$ cat config.mk
export PLATFORM = sky130hd
export DESIGN_NAME = hpdcache_flush_sweep
export DESIGN_NICKNAME = d
export VERILOG_FILES = /design/src/rtl/hpdcache_flush_sweep_pkg.sv /design/src/rtl/hpdcache_prio_1hot_encoder.sv /design/src/rtl/hpdcache_flush_sweep.sv
export SDC_FILE = /design/constraint.sdc
export NUM_CORES = 1
export LEC_CHECK = 0
export ABC_AREA = 1
export CORE_AREA = 2 2 39 41
export DETAILED_ROUTE_END_ITERATION = 10
export DIE_AREA = 0 0 41 43
export PLACE_DENSITY = 0.75
export SLEW_MARGIN = 30
export SYNTH_ARGS = -nofsm -noshare
export SYNTH_HDL_FRONTEND = slang
export SYNTH_HIERARCHICAL = 1
export SYNTH_SLANG_ARGS = --single-unit
$ cat constraint.sdc
create_clock -name clk_i -period 1.84 [get_ports clk_i]
set_input_delay 0.184 -clock clk_i [delete_from_list [all_inputs] [get_ports clk_i]]
set_output_delay 0.184 -clock clk_i [all_outputs]
set_load 0.01 [all_outputs]
$ cat src/rtl/hpdcache_flush_sweep_pkg.sv
// rtl/hpdcache_flush_sweep_pkg.sv - cache configuration type and helpers for the flush sweep
package hpdcache_flush_sweep_pkg;

    typedef struct packed {
        int unsigned sets;
        int unsigned ways;
        int unsigned setWidth;
        int unsigned tagWidth;
        int unsigned nlineWidth;
    } hpdcache_cfg_t;

    // An unset configuration falls back to the full range of the set index type
    function automatic int unsigned hpdcache_sweep_sets(hpdcache_cfg_t cfg, int unsigned set_width);
        return (cfg.sets != 0) ? cfg.sets : (32'd1 << set_width);
    endfunction

endpackage

$ cat src/rtl/hpdcache_prio_1hot_encoder.sv
// rtl/hpdcache_prio_1hot_encoder.sv - fixed-priority one-hot select of the lowest set bit
module hpdcache_prio_1hot_encoder #(
    parameter int N = 4
) (
    input  logic [N-1:0] val_i,
    output logic [N-1:0] val_o
);

    logic found;

    always_comb begin
        val_o = '0;
        found = 1'b0;
        for (int i = 0; i < N; i++) begin
            if (val_i[i] && !found) begin
                val_o[i] = 1'b1;
                found    = 1'b1;
            end
        end
    end

endmodule

$ cat src/rtl/hpdcache_flush_sweep.sv
// rtl/hpdcache_flush_sweep.sv - walks every cache set and hands dirty lines to the flush controller
module hpdcache_flush_sweep
    import hpdcache_flush_sweep_pkg::*;
#(
    parameter hpdcache_cfg_t HPDcacheCfg = '0,
    parameter type hpdcache_set_t        = logic,
    parameter type hpdcache_tag_t        = logic,
    parameter type hpdcache_nline_t      = logic,
    parameter type hpdcache_way_vector_t = logic,
    localparam int Ways = $bits(hpdcache_way_vector_t)
) (
    input  logic                     clk_i,
    input  logic                     rst_i,
    input  logic                     sweep_start_i,
    input  logic                     sweep_inval_i,
    output logic                     sweep_busy_o,
    output logic                     sweep_done_o,
    output logic                     dir_rd_o,
    input  logic                     dir_rd_gnt_i,
    output hpdcache_set_t            dir_rd_set_o,
    input  hpdcache_way_vector_t     dir_rd_dirty_i,
    input  hpdcache_tag_t [Ways-1:0] dir_rd_tags_i,
    output logic                     dir_clean_o,
    output hpdcache_set_t            dir_clean_set_o,
    output hpdcache_way_vector_t     dir_clean_way_o,
    output logic                     dir_clean_inval_o,
    output logic                     flush_alloc_o,
    input  logic                     flush_alloc_ready_i,
    output hpdcache_nline_t          flush_alloc_nline_o,
    output hpdcache_way_vector_t     flush_alloc_way_o,
    output logic                     flush_alloc_inval_o,
    input  logic                     flush_empty_i
);

    localparam int unsigned   Sets    = hpdcache_sweep_sets(HPDcacheCfg, $bits(hpdcache_set_t));
    localparam hpdcache_set_t LastSet = hpdcache_set_t'(Sets - 1);

    typedef enum logic [2:0] {IDLE, READ, WAIT, SCAN, DRAIN} state_e;

    state_e                   state_q;
    hpdcache_set_t            cnt_q;
    logic [Ways-1:0]          mask_q;
    logic [Ways-1:0]          sel_way;
    hpdcache_tag_t [Ways-1:0] tags_q;
    hpdcache_tag_t            sel_tag;
    logic                     inval_q;
    logic                     done_q;
    logic                     scan_hs;
    logic                     set_finished;

    hpdcache_prio_1hot_encoder #(
        .N(Ways)
    ) i_way_sel (
        .val_i(mask_q),
        .val_o(sel_way)
    );

    always_comb begin
        sel_tag = '0;
        for (int w = 0; w < Ways; w++) begin
            if (sel_way[w]) sel_tag = tags_q[w];
        end
    end

    // The next-set decision is taken on the last handshake so k dirty ways cost exactly k cycles
    assign scan_hs      = (state_q == SCAN) && (|mask_q) && flush_alloc_ready_i;
    assign set_finished = (state_q == SCAN) &&
                          ((mask_q == '0) || (scan_hs && ((mask_q & ~sel_way) == '0)));

    always_ff @(posedge clk_i) begin
        if (rst_i) begin
            state_q <= IDLE;
            cnt_q   <= '0;
            mask_q  <= '0;
            tags_q  <= '0;
            inval_q <= 1'b0;
            done_q  <= 1'b0;
        end else begin
            done_q <= 1'b0;
            case (state_q)
                IDLE: begin
                    if (sweep_start_i) begin
                        cnt_q   <= '0;
                        inval_q <= sweep_inval_i;
                        state_q <= READ;
                    end
                end
                READ: begin
                    if (dir_rd_gnt_i) state_q <= WAIT;
                end
                WAIT: begin
                    mask_q  <= dir_rd_dirty_i;
                    tags_q  <= dir_rd_tags_i;
                    state_q <= SCAN;
                end
                SCAN: begin
                    if (scan_hs) mask_q <= mask_q & ~sel_way;
                    if (set_finished) begin
                        if (cnt_q == LastSet) begin
                            state_q <= DRAIN;
                        end else begin
                            cnt_q   <= cnt_q + hpdcache_set_t'(1);
                            state_q <= READ;
                        end
                    end
                end
                DRAIN: begin
                    if (flush_empty_i) begin
                        state_q <= IDLE;
                        done_q  <= 1'b1;
                    end
                end
                default: state_q <= IDLE;
            endcase
        end
    end

    assign sweep_busy_o        = (state_q != IDLE);
    assign sweep_done_o        = done_q;
    assign dir_rd_o            = (state_q == READ);
    assign dir_rd_set_o        = cnt_q;
    assign flush_alloc_o       = (state_q == SCAN) && (|mask_q);
    assign flush_alloc_nline_o = hpdcache_nline_t'({sel_tag, cnt_q});
    assign flush_alloc_way_o   = hpdcache_way_vector_t'(sel_way);
    assign flush_alloc_inval_o = inval_q;
    assign dir_clean_o         = scan_hs;
    assign dir_clean_set_o     = cnt_q;
    assign dir_clean_way_o     = hpdcache_way_vector_t'(sel_way);
    assign dir_clean_inval_o   = inval_q;

endmodule

**Word level (Yosys, flattened, before mapping)**

Cells that the tools add are included.

- Input port bits: 9
- Word-level logic and storage cells: 48
- Memories: 0
- Latch bits: 0
- ROM bits: 0
- Register bits after elaboration: 7
- RAM bits: 0
- Output and inout bits: 12

- Order comparisons: 0
- Add/subtract/negate cells: 1
- Muxes and demuxes: 14
- Bitwise logic cells: 5
- Multipliers: 0
- Shift-type cells: 0
- Reduce and logical (&&, ||, !) cells: 14
- Divide/modulo/power cells: 0
- Equality and inequality tests: 9

Operators with widths:

| kind | number |
|---|---|
| $mux 3 | 5 |
| $pmux 3 s5 | 1 |
| $ne 2x2->1 const B | 4 |
| $eq 3x2->1 const B | 2 |
| $mux 1 | 6 |
| $logic_and 1x1->1 | 4 |
| $not 1->1 | 4 |
| $pmux 1 s2 | 2 |
| $reduce_and 2->1 | 2 |
| $reduce_and 4->1 | 1 |
| $reduce_bool 2->1 | 2 |
| $eq 3x1->1 const B | 1 |
| $eq 3x3->1 const B | 1 |
| $logic_not 3->1 | 1 |
| $reduce_and 3->1 | 1 |
| $reduce_bool 3->1 | 1 |
| $ne 2x1->1 const B | 1 |
| $reduce_or 2->1 | 1 |
| $add 1x1->1 const B | 1 |
| $and 1x1->1 | 1 |
| $logic_or 1x1->1 | 1 |

**Depth between registers and ports, before layout**

Gate-level depths: netlist of the first run.

- Word-level depth: 9
- Depth in mapped cells: 8
- Mapped depth without buffers: 8

**Modules after synthesis**

The synthesis of the first run kept the hierarchy.

Modules (own cells, without submodules):

| module | instances | cells each | area an instance (sq um) |
|---|---|---|---|
| hpdcache_flush_sweep | 1 | 69 | 452.9 |
| hpdcache_prio_1hot_encoder | 1 | 1 | 7.5 |

**Least setup slack after synthesis of the first run**

No wires, ideal clock.

- Kind: register to output
- Start point: register state_q[0]
- End point: output port dir_clean_o
- Data required time: 1.656 ns
- Setup slack: 0.728 ns
- Cell stages (with the launch flop): 7
- Arrival: 0.928 ns
- Path through: dfxtp_1 nand2_2 nor2_4 nand2_1 inv_1 nand2_1 inv_1

- Cells in the longest elaborated chain, start to end: 3

RTL lines:

| item | RTL line | text |
|---|---|---|
| start: declaration | hpdcache_flush_sweep.sv:40 | `state_e state_q;` |
| start signal: assignment | hpdcache_flush_sweep.sv:72 | `state_q <= IDLE;` |
| start signal: assignment | hpdcache_flush_sweep.sv:85 | `state_q <= READ;` |
| start signal: assignment | hpdcache_flush_sweep.sv:89 | `if (dir_rd_gnt_i) state_q <= WAIT;` |
| $eq 3x2->1 | - |  |
| $logic_and 1x1->1 | - |  |
| named net flush_alloc_o | hpdcache_flush_sweep.sv:27 | `output logic flush_alloc_o,` |
| $logic_and 1x1->1 | hpdcache_flush_sweep.sv:66 | `assign scan_hs = (state_q == SCAN) && (\|mask_q) && flush_alloc_ready_i;` |
| end: declaration | hpdcache_flush_sweep.sv:23 | `output logic dir_clean_o,` |

The timed path passes the listed nets, and every way through them passes these cells.

**Worst setup path after layout of the first run**

- Start point: register state_q[1]
- End point: output port flush_alloc_o

- Cells in the longest elaborated chain, start to end: 2

RTL lines:

| item | RTL line | text |
|---|---|---|
| $eq 3x2->1 | hpdcache_flush_sweep.sv:122 | `assign flush_alloc_o = (state_q == SCAN) && (\|mask_q);` |
| $logic_and 1x1->1 | hpdcache_flush_sweep.sv:122 |  |
| end: declaration | hpdcache_flush_sweep.sv:27 |  |

No other way between the ends.

==> results.sh, run 1 <==
export IMPL_outcome="complete, no violations"
export IMPL_drc=0
export IMPL_first_global_vias=402
export IMPL_antenna_left=0
export IMPL_fin_crit_ns=1.701
export IMPL_setup_tns_ns=0
export IMPL_period_share=0.9242
export IMPL_final_nets=97
export IMPL_worst_setup_path_end_kind="primary output"
export IMPL_antenna_cells=0
export IMPL_ys_types=18
export IMPL_slowest_delay_ns=0.53
export IMPL_drv_cap=0
export IMPL_hold_violations=0
export IMPL_grt_overflow=0
export IMPL_finClkSkew_ns=0.003812
export IMPL_fin_area_sq_um=660.6
export IMPL_die_y_um=43
export IMPL_grtUsageTotal=0.1437
export IMPL_p_per_area_nw_per_um2=1301
export IMPL_first_pass_iters=5
export IMPL_row_count=14
export IMPL_crit_path_cell_trace="nand2_2 > nor2_4 > nand2_1 > inv_1 > clkdlybuf4s50_1"
export IMPL_ir_drop_mv=0.6379
export IMPL_ys_seq_area_frac=0.3043
export IMPL_h_tree_depth=1
export IMPL_cts_tree="built"
export IMPL_post_drt_wl_per_cell_um=9.670
export IMPL_dieWidth_um=41
export IMPL_path_delay_family="buffers and inverters"
export IMPL_postSynthCellCount=70
export IMPL_crit_arrival_ns=1.52
export IMPL_cts_buffers=3
export IMPL_viasPerCell=4.718
export IMPL_cp_max_fo=5
export IMPL_grt_pass1_wl_um=1656
export IMPL_final_cell_mix="clkdlybuf4s50_1, nand2_1, inv_1"
export IMPL_core_sq_um=1384
export IMPL_grt_max_degree=10
export IMPL_rsz0062_at_grt="false"
export IMPL_drtIter0Drc=10
export IMPL_dp_slack_ns=0.2082
export IMPL_io_buffers=19
export IMPL_crit_type="reg2out"
export IMPL_clockRootBuffer="clkbuf_4"
export IMPL_avgSynthCellArea_sq_um=6.578
export IMPL_hp_class="in2reg"
export IMPL_layout_commonest_cell="clkdlybuf4s50_1"
export IMPL_startpoint_type="flop"
export IMPL_drive_gt1_frac=0.1609
export IMPL_area_growth_pct=43.48
export IMPL_slew_headroom=0.8116
export IMPL_worst_skew_pair_late_latency_ns=0.26
export IMPL_clk_pin_slew_worst_paths_ns=0.05
export IMPL_die_area_sq_um=1763
export IMPL_antenna_found_initial=0
export IMPL_cts_path_max_buffers=2
export IMPL_top_level_ports=21
export IMPL_fin_util=0.4774
export IMPL_setup_viol=0
export IMPL_start_util=0.3327
export IMPL_drv_slew=0
export IMPL_synth_area_sq_um=460.4
export IMPL_syn_nets=79
export IMPL_dpl_cell_count=99
export IMPL_worst_path_buf_inv=2
export IMPL_post_dp_hpwl_um=778.8
export IMPL_vias=486
export IMPL_placed_area_sq_um=625.6
export IMPL_setup_slack_ns=0.1394
export IMPL_globalplace_congestion=0.8487
export IMPL_critPathRequiredTime_ns=1.66
export IMPL_worst_pin_slew_ns=0.2804
export IMPL_slowest_stage="clkdlybuf4s50_1"
export IMPL_postCtsHoldBufs=0
export IMPL_ys_warn_count=6
export IMPL_final_cell_count_no_fill=103
export IMPL_p_leak_nw=0.3339
export IMPL_max_clock_freq_mhz=588.0
export IMPL_cts_num_sinks=7
export IMPL_drt_wl_total_um=996
export IMPL_synth_seq_cells=7
==> synthesized netlist by cell type (all sizes together) <==
cell     n  share of area
dfxtp    7           0.30
nor3     4          0.043
o21bai   1          0.016
nand3    3          0.043
nand4    1          0.014
nand2   17           0.16
o211ai   1          0.016
nand3b   2          0.033
o21ai    3          0.033
buf      6          0.098
a21oi    3          0.033
or2      1          0.014
inv     12          0.098
nor2     9          0.095
==> final cells by class <==
| class | count | area, sq um |
|---|---|---|
| fillers | 137 | 723.2 |
| multi-input cells | 45 | 230.2 |
| repair buffers | 19 | 192.7 |
| flip-flops and latches | 7 | 146.4 |
| inverters | 12 | 45.04 |
| clock buffers | 4 | 26.28 |
| well taps | 16 | 20.02 |
==> what timing repair did <==
action                     CTS  global route
hold endpoints to repair     0             0
resized for setup            2             3
setup endpoints to repair    1             2
setup buffers                0             0
==> layer usage <==
metal	wire [um]	vias to the layer above	track usage
met3	64	4	0.07853
met5	0	-	0
li1	-	252	-
met4	23	0	0.08000
met2	457	15	0.1938
met1	450	215	0.1742
==> registers in the layout, indices dropped and copies added (netlist names) <==
signal	count
mask_q	1
state_q	3
dir_clean_set_o	1
dir_clean_inval_o	1
sweep_done_o	1
==> through the flow <==
| step | hold slack [ns] | total power, mW |
|---|---|---|
| finish | 0.4761 | 0.8592 |
| global placement | 0.4739 | 0.6980 |
| CTS | 0.4742 | 0.8598 |
| detailed placement | 0.4785 | 0.7056 |
| floorplan | 0.2531 | 0.5620 |
| global route | 0.4878 | 0.9509 |
==> kinds of logic after synthesis <==
group	count (synthesis)	share of synthesized area
simple gates	37	0.4022
buf+inv	18	0.1956
compound gates	8	0.09782
flops	7	0.3043
==> power breakdown <==
part / total (mW) / internal, mW / switching (mW) / leakage (nW)
clock network: 0.143 / 0.0830 / 0.0605 / 0.0150
logic: 0.439 / 0.221 / 0.218 / 0.260
registers: 0.276 / 0.205 / 0.0718 / 0.0586
==> final timing paths <==
check	start	to	slack, ns	depth (start not counted)
worst min-delay path	flush_empty_i	sweep_done_o$_SDFF_PP0_	0.48	3
worst min register to register	dir_clean_inval_o$_SDFFE_PP0P_	dir_clean_inval_o$_SDFFE_PP0P_	0.48	2
worst max-delay path	state_q[1]$_SDFFE_PP0P_	flush_alloc_o	0.14	5
worst max register to register	state_q[2]$_SDFFE_PP0P_	state_q[0]$_SDFFE_PP0P_	0.69	6
==> worst reg2reg max path, stage by stage (launching register included) <==
cell      delay (ns)
dfxtp_2         0.43
nor2_1          0.11
nand3b_1        0.12
nand2_2         0.09
o21bai_1        0.15
nand2_1         0.08
nor2_1          0.11
No activity file was read; power rests on OpenSTA's default activity.
==> inputs of run 2 (changes only) <==
--- a/config.mk
+++ b/config.mk
@@ -5,11 +5,10 @@
 export SDC_FILE = /design/constraint.sdc
 export NUM_CORES = 1
 export LEC_CHECK = 0
-export ABC_AREA = 1
 export CORE_AREA = 2 2 39 41
 export DETAILED_ROUTE_END_ITERATION = 10
 export DIE_AREA = 0 0 41 43
-export PLACE_DENSITY = 0.75
+export PLACE_DENSITY = 0.7
 export SLEW_MARGIN = 30
 export SYNTH_ARGS = -nofsm -noshare
 export SYNTH_HDL_FRONTEND = slang
==> results.sh, run 2 <==
export IMPL_outcome="complete, no violations"
export IMPL_p_comb_frac=0.230
export IMPL_async_flop_share=0
export IMPL_top_level_ports=21
export IMPL_crit_type="reg2out"
export IMPL_drtIter0Drc=9
export IMPL_p_sw_frac=0.2456
export IMPL_cts_num_sinks=7
export IMPL_cts_buffers=3
export IMPL_worst_setup_path_end_kind="primary output"
export IMPL_setup_tns_ns=0
export IMPL_finalPower_mw=0.3976
export IMPL_drive_gt1_frac=0.2222
export IMPL_ir_drop_mv=0.2916
export IMPL_yosysMostFrequentCell="dfxtp_1"
export IMPL_die_area_sq_um=1763
export IMPL_yosysTopAreaCellShare=0.3457
export IMPL_grt_overflow=0
export IMPL_clockRootBuffer="clkbuf_4"
export IMPL_crit_path_cell_trace="and3b_2 > and3_1 > clkdlybuf4s50_1"
export IMPL_dpl_cell_count=75
export IMPL_hold_violations=0
export IMPL_largest_reg_flops=3
export IMPL_slowest_delay_ns=0.52
export IMPL_synth_edf_count=0
export IMPL_p_per_area_nw_per_um2=648.5
export IMPL_core_sq_um=1384
export IMPL_power_switching_mw=0.09765
export IMPL_ys_warn_count=6
export IMPL_worst_skew_pair_late_latency_ns=0.25
export IMPL_rsz0062_at_grt="false"
export IMPL_slowest_stage="clkdlybuf4s50_1"
export IMPL_fin_area_sq_um=613.1
export IMPL_final_cell_mix="clkdlybuf4s50_1, nor2_1, dfxtp_1"
export IMPL_clockPowerShare=0.346
export IMPL_antenna_cells=0
export IMPL_regMostFlops="state_q"
export IMPL_hp_class="reg2reg"
export IMPL_cp_max_fo=9
export IMPL_final_cell_count_no_fill=79
export IMPL_p_leak_nw=0.2308
export IMPL_globalplace_congestion=0.7910
export IMPL_critPathRequiredTime_ns=1.66
export IMPL_grtUsageTotal=0.1025
export IMPL_first_global_vias=286
export IMPL_grt_pass1_wl_um=1159
export IMPL_final_nets=73
export IMPL_drv_cap=0
export IMPL_area_growth_pct=51.23
export IMPL_worst_pin_slew_ns=0.2482
export IMPL_placed_area_sq_um=583.1
export IMPL_viasPerCell=4.747
export IMPL_io_buffers=19
export IMPL_post_dp_hpwl_um=609.5
export IMPL_postSynthCellCount=45
export IMPL_seqPwrFrac=0.423
export IMPL_period_share=0.9498
export IMPL_dieWidth_um=41
export IMPL_antenna_found_initial=0
export IMPL_grt_max_degree=10
export IMPL_internal_power_mw=0.3000
export IMPL_drv_slew=0
export IMPL_post_drt_wl_per_cell_um=9.873
export IMPL_syn_nets=54
export IMPL_crit_arrival_ns=1.56
export IMPL_die_y_um=43
export IMPL_cts_tree="built"
export IMPL_yosys_area_top_type="dfxtp_1"
export IMPL_timing_hold_ws_ns=0.4666
export IMPL_max_clock_freq_mhz=572.2
export IMPL_start_util=0.2929
export IMPL_synthFlopType="dfxtp_1"
export IMPL_fin_crit_ns=1.748
export IMPL_vias=375
export IMPL_drc=0
export IMPL_finClkSkew_ns=0.002493
export IMPL_avgSynthCellArea_sq_um=9.009
export IMPL_drt_wl_total_um=780
export IMPL_first_pass_iters=2
export IMPL_setup_viol=0
export IMPL_h_tree_depth=1
export IMPL_synth_area_top_cells="dfxtp_1, buf_4, nor2_1, and2_1, o31ai_1"
export IMPL_ys_seq_area_frac=0.3457
export IMPL_synth_seq_cells=7
export IMPL_cts_path_max_buffers=2
export IMPL_synth_area_sq_um=405.4
export IMPL_startpoint_type="flop"
export IMPL_postCtsSetupBuffers=0
export IMPL_synth_common_cells="dfxtp_1, nor2_1, buf_4, and2_1"
export IMPL_ys_types=25
export IMPL_clk_pin_slew_worst_paths_ns=0.05
export IMPL_layout_commonest_cell="clkdlybuf4s50_1"
export IMPL_row_count=14
export IMPL_antenna_left=0
export IMPL_slew_headroom=0.8322
## run 2: worst max-delay path, delay by kind of cell (launching register included)
kind / cells / cell delay [ns]
flip-flops: 1 / 0.35
buffers and inverters: 1 / 0.52
AND/OR/NAND/NOR: 2 / 0.44
## run 2: power groups by stage
stage                     Clock (mW)  Combinational (mW)  Sequential (mW)
after detailed placement           0              0.0918            0.171
final                          0.138              0.0915            0.168
after CTS                      0.146              0.0924            0.167
after global routing           0.157              0.0992            0.170
after floorplan                    0              0.0518            0.167
after global placement             0              0.0916            0.170
## run 2: path summary, 6_finish.rpt
| path | depth (start not counted) | end | startpoint | slack (ns) |
|---|---|---|---|---|
| setup / recovery | 3 | dir_clean_o | state_q[2]$_SDFFE_PP0P_ | 0.09 |
| hold / removal | 2 | dir_clean_inval_o$_SDFFE_PP0P_ | dir_clean_inval_o$_SDFFE_PP0P_ | 0.47 |
| setup reg to reg | 4 | dir_clean_set_o$_SDFFE_PP0P_ | state_q[1]$_SDFFE_PP0P_ | 0.52 |
| hold reg to reg | 2 | dir_clean_inval_o$_SDFFE_PP0P_ | dir_clean_inval_o$_SDFFE_PP0P_ | 0.47 |
## run 2: metrics by stage
step                        util  worst slack, ns
after detailed placement  0.4213           0.3084
after global routing      0.4430          0.01095
after CTS                 0.4403          0.03625
final                     0.4430          0.09231
after floorplan                -           0.6898
after global placement    0.4213           0.3082
## run 2: metal layers
metal | global-route usage | vias up | share of wire
li1 | - | 199 | -
met1 | 0.1323 | 160 | 0.45
met2 | 0.1344 | 14 | 0.47
met3 | 0.01571 | 2 | 0.056
met4 | 0.1000 | 0 | 0.024
met5 | 0 | - | 0
## run 2: cells by family (layout without fill, tap and decap cells)
group | count (synthesis) | count (layout) | share of synthesized area
simple gates | 22 | 22 | 0.3611
flops | 7 | 7 | 0.3457
buf+inv | 7 | 25 | 0.1173
compound gates | 9 | 9 | 0.1759
## run 2: area by class of cell
type,count,area (sq um)
clock buffers,4,26.28
fillers,140,770.7
multi-input cells,31,217.7
flip-flops and latches,7,143.9
well taps,16,20.02
repair buffers,21,205.2
## run 2: timing repair
item,4_1_cts,5_1_grt
resized for setup,0,3
hold buffers,0,0
endpoints found under the setup margin,0,3
